[config.mk]
export PLATFORM = sky130hd
export DESIGN_NAME = board_clear_ctrl
export DESIGN_NICKNAME = d
export VERILOG_FILES = /design/src/rtl/board_clear_ctrl.sv
export SDC_FILE = /design/constraint.sdc
export NUM_CORES = 1
export LEC_CHECK = 0
export CORE_MARGIN = 5
export CORE_UTILIZATION = 60
export DETAILED_ROUTE_END_ITERATION = 7
export PLACE_DENSITY = 0.89
export REMOVE_ABC_BUFFERS = 1
export SKIP_LAST_GASP = 1
export SYNTH_ARGS = -nofsm -noshare
export SYNTH_HDL_FRONTEND = slang
export SYNTH_SLANG_ARGS = --single-unit
[constraint.sdc]
create_clock -name CLOCK_50 -period 6.55 [get_ports CLOCK_50]
set_clock_uncertainty 0.15 [all_clocks]
set_input_delay 0.9825 -clock CLOCK_50 [delete_from_list [all_inputs] [get_ports CLOCK_50]]
set_output_delay 0.9825 -clock CLOCK_50 [all_outputs]
set_load 0.005 [all_outputs]
[src/rtl/board_clear_ctrl.sv]
// board_clear_ctrl: scans the Tetris board RAM bottom-to-top, removes full rows, compacts the rest down, zero-fills the top.
// Define BOARD_CLEAR_SCORE_EN to enable the per-run score table on score_pts; otherwise score_pts stays 0.
module board_clear_ctrl #(
  parameter int BOARD_W = 10,
  parameter int BOARD_H = 20,
  parameter int XW      = 4,
  parameter int YW      = 5
) (
  input  logic          CLOCK_50,
  input  logic          reset,
  input  logic          start,
  output logic          busy,
  output logic          done,
  output logic [YW-1:0] lines_cleared,
  output logic [3:0]    score_pts,
  output logic [XW-1:0] board_rx,
  output logic [YW-1:0] board_ry,
  input  logic          board_rdata,
  output logic          board_we,
  output logic [XW-1:0] board_wx,
  output logic [YW-1:0] board_wy,
  output logic          board_wdata
);

  typedef enum logic [2:0] {S_IDLE, S_READ, S_EVAL, S_COPY, S_FILL, S_DONE} state_e;

  localparam logic [XW-1:0] X_LAST     = XW'(BOARD_W - 1);
  localparam logic [XW-1:0] X_READ_END = XW'(BOARD_W);
  localparam logic [YW-1:0] Y_BOTTOM   = YW'(BOARD_H - 1);

  state_e             state_q, state_d;
  logic [YW-1:0]      r_q, r_d;
  logic [YW-1:0]      dst_q, dst_d;
  logic [YW-1:0]      cnt_q, cnt_d;
  logic [YW-1:0]      lines_q, lines_d;
  logic [XW-1:0]      x_q, x_d;
  logic [XW-1:0]      x_prev;
  logic [BOARD_W-1:0] rowbuf_q, rowbuf_d;
  logic [3:0]         score_q, score_d;
  logic               row_done;

`ifdef BOARD_CLEAR_SCORE_EN
  function automatic logic [3:0] score_of(input logic [YW-1:0] n);
    case (n)
      YW'(0):  return 4'd0;
      YW'(1):  return 4'd1;
      YW'(2):  return 4'd3;
      YW'(3):  return 4'd5;
      default: return 4'd8;
    endcase
  endfunction
`endif

  // NOTE: rowbuf is a handful of flops rather than a RAM, so it is reset along with the other registers.
  always_ff @(posedge CLOCK_50 or posedge reset) begin
    if (reset) begin
      state_q  <= S_IDLE;
      r_q      <= '0;
      dst_q    <= '0;
      cnt_q    <= '0;
      x_q      <= '0;
      rowbuf_q <= '0;
      lines_q  <= '0;
      score_q  <= '0;
    end else begin
      state_q  <= state_d;
      r_q      <= r_d;
      dst_q    <= dst_d;
      cnt_q    <= cnt_d;
      x_q      <= x_d;
      rowbuf_q <= rowbuf_d;
      lines_q  <= lines_d;
      score_q  <= score_d;
    end
  end

  always_comb begin
    // NOTE: every next-state value defaults to its register so no branch can infer a latch.
    state_d  = state_q;
    r_d      = r_q;
    dst_d    = dst_q;
    cnt_d    = cnt_q;
    x_d      = x_q;
    rowbuf_d = rowbuf_q;
    lines_d  = lines_q;
    score_d  = score_q;
    row_done = 1'b0;
    x_prev   = x_q - 1'b1;

    unique case (state_q)
      S_IDLE: begin
        if (start) begin
          r_d     = Y_BOTTOM;
          dst_d   = Y_BOTTOM;
          cnt_d   = '0;
          x_d     = '0;
          lines_d = '0;
          score_d = '0;
          state_d = S_READ;
        end
      end
      S_READ: begin
        // Read data lags the address by one cycle, so cycle x lands the cell addressed at x-1.
        if (x_q != '0) rowbuf_d[x_prev] = board_rdata;
        if (x_q == X_READ_END) begin
          x_d     = '0;
          state_d = S_EVAL;
        end else begin
          x_d = x_q + 1'b1;
        end
      end
      S_EVAL: begin
        if (&rowbuf_q) begin
          cnt_d    = cnt_q + 1'b1;
          row_done = 1'b1;
        end else if (dst_q == r_q) begin
          dst_d    = dst_q - 1'b1;
          row_done = 1'b1;
        end else begin
          state_d = S_COPY;
        end
      end
      S_COPY: begin
        if (x_q == X_LAST) begin
          x_d      = '0;
          dst_d    = dst_q - 1'b1;
          row_done = 1'b1;
        end else begin
          x_d = x_q + 1'b1;
        end
      end
      S_FILL: begin
        if (x_q == X_LAST) begin
          x_d = '0;
          if (dst_q == '0) state_d = S_DONE;
          else             dst_d   = dst_q - 1'b1;
        end else begin
          x_d = x_q + 1'b1;
        end
      end
      S_DONE:  state_d = S_IDLE;
      default: state_d = S_IDLE;
    endcase

    // Shared exit once a source row is finished: either step up a row or wrap up the scan.
    if (row_done) begin
      if (r_q == '0) begin
        if (cnt_d != '0) begin
          state_d = S_FILL;
          dst_d   = cnt_d - 1'b1;
        end else begin
          state_d = S_DONE;
        end
      end else begin
        r_d     = r_q - 1'b1;
        state_d = S_READ;
      end
    end

    // Results are loaded on entry so they are already valid during the done pulse.
    if (state_d == S_DONE && state_q != S_DONE) begin
      lines_d = cnt_d;
`ifdef BOARD_CLEAR_SCORE_EN
      score_d = score_of(cnt_d);
`endif
    end
  end

  always_comb begin
    busy        = (state_q != S_IDLE);
    done        = (state_q == S_DONE);
    board_rx    = '0;
    board_ry    = '0;
    board_we    = 1'b0;
    board_wx    = '0;
    board_wy    = '0;
    board_wdata = 1'b0;
    case (state_q)
      S_READ: begin
        if (x_q != X_READ_END) begin
          board_rx = x_q;
          board_ry = r_q;
        end
      end
      S_COPY: begin
        board_we    = 1'b1;
        board_wx    = x_q;
        board_wy    = dst_q;
        board_wdata = rowbuf_q[x_q];
      end
      S_FILL: begin
        board_we = 1'b1;
        board_wx = x_q;
        board_wy = dst_q;
      end
      default: ;
    endcase
  end

  assign lines_cleared = lines_q;
  assign score_pts     = score_q;

endmodule
== After elaboration in Yosys (flattened, before gate mapping) ==
Index checks and enable logic that the tools add are counted.

* Output and inout bits: 31
* Register bits after elaboration: 37
* Logic and storage cells: 95
* Bits of input ports: 4

* Mux-type cells: 51
* $add $sub $neg: 6
* Magnitude comparators: 3
* Equal/unequal tests: 12
* Reduce and logical (&&, ||, !) cells: 16

{| class="wikitable"
|+ Operators with widths
! cell !! count
|-
| 2-to-1 mux 5 bit || 21
|-
| 2-to-1 mux 3 bit || 8
|-
| 2-to-1 mux 4 bit || 6
|-
| case mux 5 bit (4 select lines) || 1
|-
| case mux 3 bit (5 select lines) || 1
|-
| subtractor 5 x 1 -> 5 bit (second input constant) || 3
|-
| case mux 4 bit (3 select lines) || 1
|-
| bitwise mux 10 bit || 1
|-
| zero test 5 bit || 2
|-
| less-than comparator 4 x 5 -> 1 bit (second input constant) || 2
|-
| case mux 5 bit (2 select lines) || 1
|-
| AND reduction 10 bit || 1
|-
| equality test 3 bit (second input constant) || 3
|-
| equality test 4 bit (second input constant) || 2
|-
| 2-to-1 mux 1 bit || 8
|-
| equality test 3 x 2 -> 1 bit (second input constant) || 2
|-
| AND reduction 2 bit || 3
|-
| nonzero test 3 bit || 2
|-
| adder 5 x 1 -> 5 bit (second input constant) || 1
|-
| equality test 5 bit || 1
|-
| nonzero test 5 bit || 1
|-
| adder 4 x 1 -> 4 bit (second input constant) || 1
|-
| binary-select mux 1 bit (select 4 bit) || 1
|-
| demux 1 bit (select 4 bit) || 1
|-
| other kinds (12) || 14
|}

== Logic depth before layout (Yosys ltp) ==
Gate-level depths: netlist (run 1).

* Depth in word-level cells: 11
* Gate-level depth with buffers: 11
* Depth with buffers taken out: 9

== Worst setup path before layout (run 1) ==
No wires, ideal clock.

* Kind: input-to-reg
* Start: input start
* End: register lines_q[4], in the netlist lines_cleared[4]
* Cell stages on the path: 9
* Buffers on the path: 2
* Data arrival time: 2.966 ns
* Required time: 6.275 ns
* Slack: 3.308 ns
* Library setup time: 0.125 ns
* Cells stage by stage: or4b_4 > buf_6 > and3_1 > a21oi_1 > ha_1 > a31oi_4 > a211o_1 > buf_6 > mux2_4

* Cells in the longest elaborated chain, start to end: 10
* Elaborated cells between the ends (all ways): 14
* Those cells by class: eq/ne: 1; mux: 8; reduce/logical: 5

{| class="wikitable"
|+ Ends and longest elaborated chain
! element !! RTL line !! RTL
|-
| from (decl) || 11 || <nowiki>input logic start,</nowiki>
|-
| 2-to-1 mux 5 bit || 92 || <nowiki>if (start) begin</nowiki>
|-
| case mux 5 bit (2 select lines) || 90 || <nowiki>unique case (state_q)</nowiki>
|-
| nonzero test 5 bit || 148 || <nowiki>if (cnt_d != '0) begin</nowiki>
|-
| 2-to-1 mux 1 bit || 148 ||
|-
| 2-to-1 mux 3 bit || 147 || <nowiki>if (r_q == '0) begin</nowiki>
|-
| 2-to-1 mux 3 bit || 146 || <nowiki>if (row_done) begin</nowiki>
|-
| equality test 3 bit || 161 || <nowiki>if (state_d == S_DONE && state_q != S_DONE) begin</nowiki>
|-
| logical AND 1 bit || 161 ||
|-
| nonzero test 2 bit (no source line) || n/a ||
|-
| AND reduction 2 bit (no source line) || n/a ||
|-
| to (signal assigned) || 72 || <nowiki>lines_q <= lines_d;</nowiki>
|-
| to (decl) || 35 || <nowiki>logic [YW-1:0] lines_q, lines_d;</nowiki>
|}

Parallel ways exist; a longest one is shown, timed or not.
A chain may end at the register's enable or synchronous reset.

== Final worst setup path (run 1) ==
* Start: register x_q[0]
* End: output board_ry[4]

* Cells in the longest elaborated chain, start to end: 3

{| class="wikitable"
|+ Ends and longest elaborated chain
! element !! RTL line !! RTL
|-
| from (decl) || 36 || <nowiki>logic [XW-1:0] x_q, x_d;</nowiki>
|-
| from (signal assigned) || 61 || <nowiki>x_q <= '0;</nowiki>
|-
| from (signal assigned) || 70 || <nowiki>x_q <= x_d;</nowiki>
|-
| != test 4 bit || 180 || <nowiki>if (x_q != X_READ_END) begin</nowiki>
|-
| 2-to-1 mux 5 bit || 180 ||
|-
| 2-to-1 mux 5 bit || 178 || <nowiki>case (state_q)</nowiki>
|-
| to (decl) || 17 || <nowiki>output logic [YW-1:0] board_ry,</nowiki>
|}

No other way between the ends.

==> impl_results.md, run 1 <==
- Outcome: complete, no violations
- Drt first pass iters: 5
- First DRT Iteration DRCs: just under 300
- Critical path class: reg -> out
- # rows: 24
- RSZ-0062 raised after global routing: no
- Top post-synthesis cells by area: dfrtp_1 35%, ha_1 5.1%, mux2_2 4.6%, a21oi_1 3.9%, nand2_1 3.4%
- Max IR drop VDD: 177.4 uV
- Die W: between 70 and 80 um
- Grt ovf: 0
- Slew Limit Fails: 0
- Clock sink total: 37
- Die Footprint: 5908 um2
- Initial Utilization: between 60% and 70%
- HPWL Detailed: between 4000 and 5000 um
- Count of cell types in the netlist: ~60
- Top cell type's share of synthesized area: approximately a third
- Area Growth Syn to Fin: 13.20%
- Number of global-route vias before repair: approximately 2300
- P_leak: roughly 1.3 nW
- Vias/cell: 6.422
- Critical-path maximum fanout: 11
- RD Place Congestion: about 0.96
- CORE AREA: 4354 um2
- First-pass GRT wire length: 11260 um
- Synthesized area: about 2700 um2
- PwrDens: 380.9 nW/um2
- Num CTS Buffers: 5
- Total track usage: between 20% and 30%
- Top-count cell post-synth: dfrtp_1
- Max Freq: approximately 250 MHz
- FF+latch count, synth: 37
- # resized after CTS: 0
- Startpoint types: flop
- H-tree depth: 2
- Largest delay share family, worst path: buffers and inverters
- CTS Root Cell: clkbuf_8
- Initial antenna violation count: 0
- Post-route DRC violation count: 0
- Top_reg_cell synth: dfrtp_1
- IO Pins: 35
- Longest Clk Path Bufs: 2
- Slew headroom: between 40 and 50%
- Hold_ws: 390.4 ps
- Final period utilization: approximately three fifths
- Critical path buffers and inverters: 2
- Die height: about 77 um
- Post-synthesis sequential area ratio: around a third
- CP peak stage delay: 610 ps
- WP data required: roughly 5400 ps
- Wire per inst: approximately 17 um
- Overall routed net length: around 6500 um
- Antenna-violating nets left: 0
- Diodes inserted: 0
- Ratio of cells with drive above 1 in the final layout: 8.923%
- Critical path arrival: about 2800 ps
- Mean Syn Cell Area: 8.853 um2
- Nets@finish: ~340
- Hold Crit Class: reg -> reg
- Tmin final: 3929 ps
- Setup TNS: 0 ps
- Maxcap violations: 0
- Final Hold Vio Count: 0
- Slowest cell on crit path: dfrtp_1
- Worst-Skew Late Latency: a little under 300 ps
- Clock slew at reported path FFs: 80 ps
- Synthesized instance count: a little over 300
- Largest net degree at the start of global routing: 38
- Fraction of registers with async set/reset: 100.0%
- Post-CTS Setup Bufs: 0
- Top cells by count, synth: 37 x dfrtp_1, 24 x nand2_1, 21 x a21oi_1, 21 x nor2_1, 15 x inv_1
- Synth warnings: 0
- Worst-margin pin slew: 822.9 ps
- # port buffers: 30
- Vias post-DR: between 2000 and 2500
- CTS tree: done
- Yosys top cell by area: dfrtp_1
- Number of flops mapped to enable cells by yosys: 0
- Final Setup Violations: 0
- Hold-fix buffers, CTS: 0
- Critical Path Sink Type: output pin
- CP cell instances: inv_1 -> ha_1 -> a21oi_1 -> and2_1 -> clkdlybuf4s50_1
area by class of cell:
class / instances / area, um2
timing repair buffer: 31 / 307.8
fill: 349 / 1318
inverter: 16 / 60.06
multi-input combinational: 233 / 1595
tap: 52 / 65.06
clock buffer: 6 / 72.57
sequential: 37 / 925.9
clock inverter: 2 / 10.01
worst reg2reg max path, stage by stage, from the launching register on:
cell	delay (ps)
dfrtp_1	630
inv_1	210
ha_1	320
nand3b_1	320
nor2_1	120
and3_1	200
a31oi_1	540
a31oi_4	150
a211o_1	390
mux2_4	330
state kept, by name (all words and copies together), names as in the netlist:
name and count:
cnt_q 5, dst_q 5, lines_cleared 5, r_q 5, rowbuf_q 10, state_q 3
x_q 4
through the flow:
| step | setup WS, ps | area, um2 | util, % | power, mW | cells |
|---|---|---|---|---|---|
| 5_1_grt | 2453 | 3037 | 69.74 | 1.243 | 377 |
| 2_1_floorplan | 3326 | 2581 | - | 0.7742 | 286 |
| 3_3_place_gp | 2619 | 2954 | 67.84 | 0.9646 | 369 |
| 4_1_cts | 2653 | 3037 | 69.74 | 1.147 | 377 |
| 6_report | 2621 | 3037 | 69.74 | 1.157 | 377 |
| 3_5_place_dp | 2536 | 2954 | 67.84 | 0.9890 | 369 |
where the power goes:
group / total, mW / internal [mW] / switching [mW]
Clock: 0.157 / 0.0738 / 0.0834
Sequential: 0.408 / 0.291 / 0.117
Combinational: 0.591 / 0.288 / 0.303
Total: 1.16 / 0.654 / 0.503
final timing paths:
kind	from	endpoint	slack, ps	cells after the start
worst max-delay path	x_q[0]$_DFFE_PP0P_	board_ry[4]	2620	5
worst min-delay path	lines_cleared[2]$_DFFE_PP0P_	lines_cleared[2]$_DFFE_PP0P_	390	2
worst max register to register	x_q[1]$_DFFE_PP0P_	lines_cleared[4]$_DFFE_PP0P_	3100	9
worst min register to register	lines_cleared[2]$_DFFE_PP0P_	lines_cleared[2]$_DFFE_PP0P_	390	2
max in group asynchronous	reset	lines_cleared[1]$_DFFE_PP0P_	4970	3
min in group asynchronous	reset	rowbuf_q[5]$_DFFE_PP0P_	950	3
routing by layer:
layer,wire length [um],global-route usage [%]
met2,3228,38.29
met5,0,0
met4,209,9.790
met1,2671,29.26
met3,368,3.396
cell families (layout without fill, tap and decap cells):
kind of cell / after synthesis / after routing / synth area share (%)
XOR/XNOR: 7 / 7 / 2.285
flip-flops: 37 / 37 / 34.51
buffers and inverters: 36 / 55 / 6.436
adder cells (fa/ha/maj): 11 / 11 / 5.131
multiplexers: 23 / 23 / 10.49
other: 1 / 4 / 0.1398
AO/OA/AOI/OAI: 68 / 68 / 16.51
AND/OR/NAND/NOR: 120 / 120 / 24.49
layout by cell type, fill, tap and decap left out, types with 5 or more instances in the layout:
| cell | n |
|---|---|
| clkdlybuf4s50_1 | 30 |
| nor3_1 | 12 |
| nand4_1 | 6 |
| and2_1 | 13 |
| a31oi_1 | 5 |
| ha_1 | 11 |
| clkbuf_8 | 5 |
| nor3b_1 | 5 |
| nor2_1 | 21 |
| o21ai_0 | 14 |
| mux2_2 | 11 |
| nand3_1 | 14 |
| dfrtp_1 | 37 |
| a21oi_1 | 21 |
| nand2_1 | 24 |
| xnor2_1 | 6 |
| mux2i_1 | 7 |
| inv_1 | 15 |
(Power assumes the default switching activity.)
==> run 2: changes to the inputs <==
Settings changed: CORE_UTILIZATION 60 to 50, PLACE_DENSITY 0.89 to 0.79.
Clock period 6.55 ns to 3.6 ns, I/O delays scaled along.
==> run 2 against run 1 <==
Count of clock-buffer cells in the layout shrank 1. Total power grew 88%. Final area grew 3.2%. Non-clock buffer count grew 7. Worst setup slack lost 2200 ps.
==> impl_results.md, run 2 (same netlist as run 1, synthesis figures left out) <==
- Num CTS Buffers: 5
- Final instance area: 3133 um2
- Crit path capture: board_wy[2]
- H-tree depth: 2
- Critical path arrival: 2480 ps
- Hold Crit Class: reg -> reg
- Initial Utilization: between 50 and 60%
- FF-to-FF setup slack: approximately 530 ps
- Diodes inserted: 0
- Final WS setup: roughly 430 ps
- RD Place Congestion: 0.8894
- PwrDens: around 700 nW/um2
- Die height: around 83 um
- Critical Path Sink Type: output pin
- Biggest register: rowbuf_q
- Ratio of cells with drive above 1 in the final layout: between 10% and 20%
- Hold-fix buffers, CTS: 0
- # port buffers: 30
- IO Pins: 35
- Drt first pass iters: 4
- Total power: about 2.2 mW
- Area Growth Syn to Fin: 16.79%
- Max reg flops: 10
- Worst R2R Start: x_q[1]$_DFFE_PP0P_
- Die Footprint: between 6000 and 7000 um2
- Grt ovf: 0
- Outcome: complete, no violations
- # resized after CTS: 0
- Clock slew at reported path FFs: ~70 ps
- Crit path from: state_q[1]$_DFF_PP0_
- Overall routed net length: between 6000 and 7000 um
- CP peak stage delay: between 500 and 600 ps
- Vias post-DR: 2314
- Post-route DRC violation count: 0
- Post-CTS Setup Bufs: 0
- Worst-Skew Late Latency: ~300 ps
- Maxcap violations: 0
- First-pass GRT wire length: between 10000 and 15000 um
- Final Util: between 60% and 70%
- CTS Root Cell: clkbuf_8
- Setup TNS: 0 ps
- CORE AREA: between 5000 and 6000 um2
- Startpoint types: flop
- Final Setup Violations: 0
- Clock sink total: 37
- Critical path's most frequent cell: nand2_1
- Antenna-violating nets left: 0
- Max IR drop VDD: between 300 and 400 uV
- Worst-margin pin slew: 733.6 ps
- Slew Limit Fails: 0
- CP cell instances: nor2b_1 -> nand2_1 -> nand2_1 -> and2_1 -> clkdlybuf4s50_1
- First DRT Iteration DRCs: between 150 and 200
- Placed Area: 3029 um2
- Filler cells: roughly 440
- Final period utilization: about 90%
- Critical path class: reg -> out
- Slowest cell on crit path: dfrtp_1
- Die W: ~83 um
- Nets@finish: 346
- Vias/cell: between 5 and 6
- Initial antenna violation count: 0
- Most common cell after layout, fill and taps aside: dfrtp_1
- Critical-path maximum fanout: 15
- Total track usage: between 10% and 20%
- Slew headroom: between 50% and 60%
- # rows: 26
- Most frequent cells in the layout: 37 x dfrtp_1, 30 x clkdlybuf4s50_1, 24 x nand2_1, 21 x nor2_1, 21 x a21oi_1
- Pre-CTS setup slack: 253.2 ps
- Tmin final: ~3200 ps
- Final Hold Vio Count: 0
- Longest Clk Path Bufs: 2
- HPWL Detailed: between 4000 and 5000 um
- WP data required: 2910 ps
- Reg2Reg Capture Point: lines_cleared[4]$_DFFE_PP0P_
- P_leak: 1.337 nW
- Largest net degree at the start of global routing: 38
- Number of global-route vias before repair: around 2300
- CTS tree: done
- RSZ-0062 raised after global routing: no
- Wire per inst: 16.13 um
- Max Freq: roughly 320 MHz
- Worst r2r path cells: 9
==> run 2: through the flow <==
| stage | hold WS, ps | instances |
|---|---|---|
| 6_report | 386.8 | 401 |
| 5_1_grt | 417.1 | 401 |
| 4_1_cts | 395.7 | 401 |
| 3_5_place_dp | 371.9 | 394 |
| 3_3_place_gp | 366.7 | 394 |
| 2_1_floorplan | 333.7 | 286 |
==> run 2: worst min-delay path by stage <==
stage | cells past startpoint | startpoint | slack (ps) | to
2_1_floorplan | 1 | cnt_q[4]$_DFF_PP0_ | 330 | cnt_q[4]$_DFF_PP0_
3_3_place_gp | 1 | cnt_q[4]$_DFF_PP0_ | 370 | cnt_q[4]$_DFF_PP0_
3_5_place_dp | 1 | cnt_q[4]$_DFF_PP0_ | 370 | cnt_q[4]$_DFF_PP0_
4_1_cts | 2 | lines_cleared[3]$_DFFE_PP0P_ | 400 | lines_cleared[3]$_DFFE_PP0P_
5_1_grt | 2 | lines_cleared[2]$_DFFE_PP0P_ | 420 | lines_cleared[2]$_DFFE_PP0P_
6_report | 2 | lines_cleared[3]$_DFFE_PP0P_ | 390 | lines_cleared[3]$_DFFE_PP0P_
==> run 2: where the power goes <==
part           total (mW)  switching, mW  internal [mW]
Combinational        1.08          0.539          0.541
Clock               0.352          0.150          0.201
Sequential          0.747          0.217          0.530
Total                2.18          0.907           1.27
==> run 2: critical path, delay by kind of cell, from the launching register on <==
| kind | cells | cell delay (ps) |
|---|---|---|
| buf+inv | 1 | 500 |
| flops | 1 | 590 |
| simple gates | 4 | 1090 |
==> run 2: layout make-up <==
type | instances | area [um2] | share of cell area [%]
multi-input cells | 233 | 1595 | 50.92
flip-flops and latches | 37 | 925.9 | 29.55
repair buffers | 38 | 360.3 | 11.50
well taps | 70 | 87.58 | 2.796
clock buffers | 5 | 68.82 | 2.196
inverters | 16 | 60.06 | 1.917
clock inverters | 2 | 35.03 | 1.118
==> run 2: routing by layer <==
layer | part of all wire [%] | GRT usage [%]
met1 | 43 | 23.52
met4 | 1.7 | 7.281
met3 | 6.1 | 3.762
met2 | 49 | 32.51
met5 | 0 | 0
==> run 3: changes to the inputs <==
Settings changed: CELL_PAD_IN_SITES_DETAIL_PLACEMENT set to 0, CELL_PAD_IN_SITES_GLOBAL_PLACEMENT set to 1, CORE_UTILIZATION 50 to 38, CTS_CLUSTER_SIZE set to 30.
==> run 3 against run 2 <==
Core utilization fell by 14 points. Sequential power fell by 5.1%. Largest power group unchanged. Flip-flop and latch count did not move. Wire length rose by 4.2%. Sequential share of layout area fell by 0.59 points. First-iteration DRC count fell by 4.3%. Via count rose by 0.30%.
==> impl_results.md, run 3 (same netlist as run 1, synthesis figures left out) <==
- Outcome: complete, no violations
- Startpoint types: flop
- Met2 routed WL: roughly 3300 um
- Total track usage: ~16%
- Critical Path Sink Type: output pin
- # resized after CTS: 0
- Biggest register: rowbuf_q
- Met3 wire len: 259 um
- Max reg flops: 10
- Worst-margin pin slew: around 800 ps
- Hold_ws: 377.3 ps
- Drt first pass iters: 4
- Highest routed layer: met4
- Area Growth Syn to Fin: 19.17%
- # rows: 30
- HPWL Detailed: 5085 um
- Most common cell after layout, fill and taps aside: dfrtp_1
- RSZ-0062 raised after global routing: no
- Critical path class: reg -> out
- Largest net degree at the start of global routing: 20
- Number of global-route vias before repair: between 2000 and 2500
- Hold-fix buffers, CTS: 0
- Max Freq: 317.3 MHz
- Critical-path maximum fanout: 11
- Overall routed net length: 6740 um
- Die W: about 94 um
- Wire per inst: roughly 16 um
- Initial Utilization: roughly 40%
- CTS Root Cell: clkbuf_8
- Final Hold Vio Count: 0
- # port buffers: 30
- Worst R2R Start: state_q[2]$_DFF_PP0_
- CORE AREA: 6832 um2
- Nets@finish: between 300 and 400
- Final Setup Violations: 0
- Worst r2r path cells: 8
- Antenna-violating nets left: 0
- Post-route DRC violation count: 0
- P_leak: around 1.3 nW
- Initial antenna violation count: 0
- Max IR drop VDD: between 200 and 300 uV
- Ratio of cells with drive above 1 in the final layout: between 10% and 20%
- Post-CTS Setup Bufs: 0
- CTS tree: done
- Slew headroom: 46.34%
- Critical path arrival: 2460 ps
- FF-to-FF setup slack: roughly 530 ps
- Worst-Skew Late Latency: 300 ps
- H-tree depth: 2
- IO Pins: 35
- Num CTS Buffers: 5
- Vias post-DR: around 2300
- Filler cells: 683
- Setup TNS: 0 ps
- Tmin final: approximately 3200 ps
- Crit path capture: board_rx[0]
- Hold Crit Class: reg -> reg
- Die Footprint: slightly below 9000 um2
- Grt ovf: 0
- Clock sink total: 37
- Final period utilization: 87.53%
- Crit path from: x_q[0]$_DFFE_PP0P_
- First-pass GRT wire length: about 11000 um
- WP data required: a little under 3000 ps
- Metal-1 WL: 3003 um
- Diodes inserted: 0
- Most frequent cells in the layout: 37 x dfrtp_1, 30 x clkdlybuf4s50_1, 24 x nand2_1, 21 x nor2_1, 21 x a21oi_1
- Longest Clk Path Bufs: 2
- RD Place Congestion: ~0.84
- Maxcap violations: 0
- First DRT Iteration DRCs: about 180
- Clock slew at reported path FFs: 70 ps
- Reg2Reg Capture Point: lines_cleared[4]$_DFFE_PP0P_
- PwrDens: about 700 nW/um2
- Vias/cell: ~5.4
- Slew Limit Fails: 0
- Die height: 94.02 um
[run 3: metal layers]
layer / up-vias / GRT usage (%)
li1: 1139 / -
met1: 1108 / 21.50
met2: 58 / 26.08
met3: 16 / 2.244
met4: 0 / 7.220
met5: - / 0
[run 3: power by group]
group | leakage, nW | internal, mW | switching (mW) | total (mW)
clock | 0.0574 | 0.225 | 0.157 | 0.383
combinational | 0.827 | 0.552 | 0.580 | 1.13
sequential | 0.465 | 0.531 | 0.178 | 0.709
total | 1.35 | 1.31 | 0.916 | 2.22
[run 3: worst min path at each step]
stage                         end  slack [ps]  cells past startpoint          startpoint
5_1_grt        cnt_q[4]$_DFF_PP0_         400                      1  cnt_q[4]$_DFF_PP0_
6_report       cnt_q[4]$_DFF_PP0_         380                      1  cnt_q[4]$_DFF_PP0_
3_3_place_gp   cnt_q[4]$_DFF_PP0_         360                      1  cnt_q[4]$_DFF_PP0_
4_1_cts        cnt_q[4]$_DFF_PP0_         380                      1  cnt_q[4]$_DFF_PP0_
2_1_floorplan  cnt_q[4]$_DFF_PP0_         330                      1  cnt_q[4]$_DFF_PP0_
3_5_place_dp   cnt_q[4]$_DFF_PP0_         360                      1  cnt_q[4]$_DFF_PP0_
[run 3: stage by stage]
stage          utilization [%]  instance area, um2  setup WS (ps)  std cells  power, mW
2_1_floorplan                -                2581          731.1        286      1.409
3_3_place_gp             45.04                3077          356.5        422      1.831
3_5_place_dp             45.04                3077          270.4        422      1.844
4_1_cts                  46.79                3197          471.5        430      2.240
5_1_grt                  46.79                3197          277.9        430      2.398
6_report                 46.79                3197          448.9        430      2.224
[run 3: critical path, stage by stage, from the launching register on]
cell and delay [ps]:
dfrtp_1 620, inv_1 240, ha_1 340, a21oi_1 160
buf_4 180, and2_1 130, clkdlybuf4s50_1 510
[run 3: final cells by class]
type | instances | area (um2) | share of cell area [%]
multi-input combinational | 233 | 1595 | 49.90
clock buffer | 6 | 82.58 | 2.583
sequential | 37 | 925.9 | 28.96
timing repair buffer | 40 | 375.4 | 11.74
tap | 96 | 120.1 | 3.757
inverter | 16 | 60.06 | 1.879
clock inverter | 2 | 37.54 | 1.174
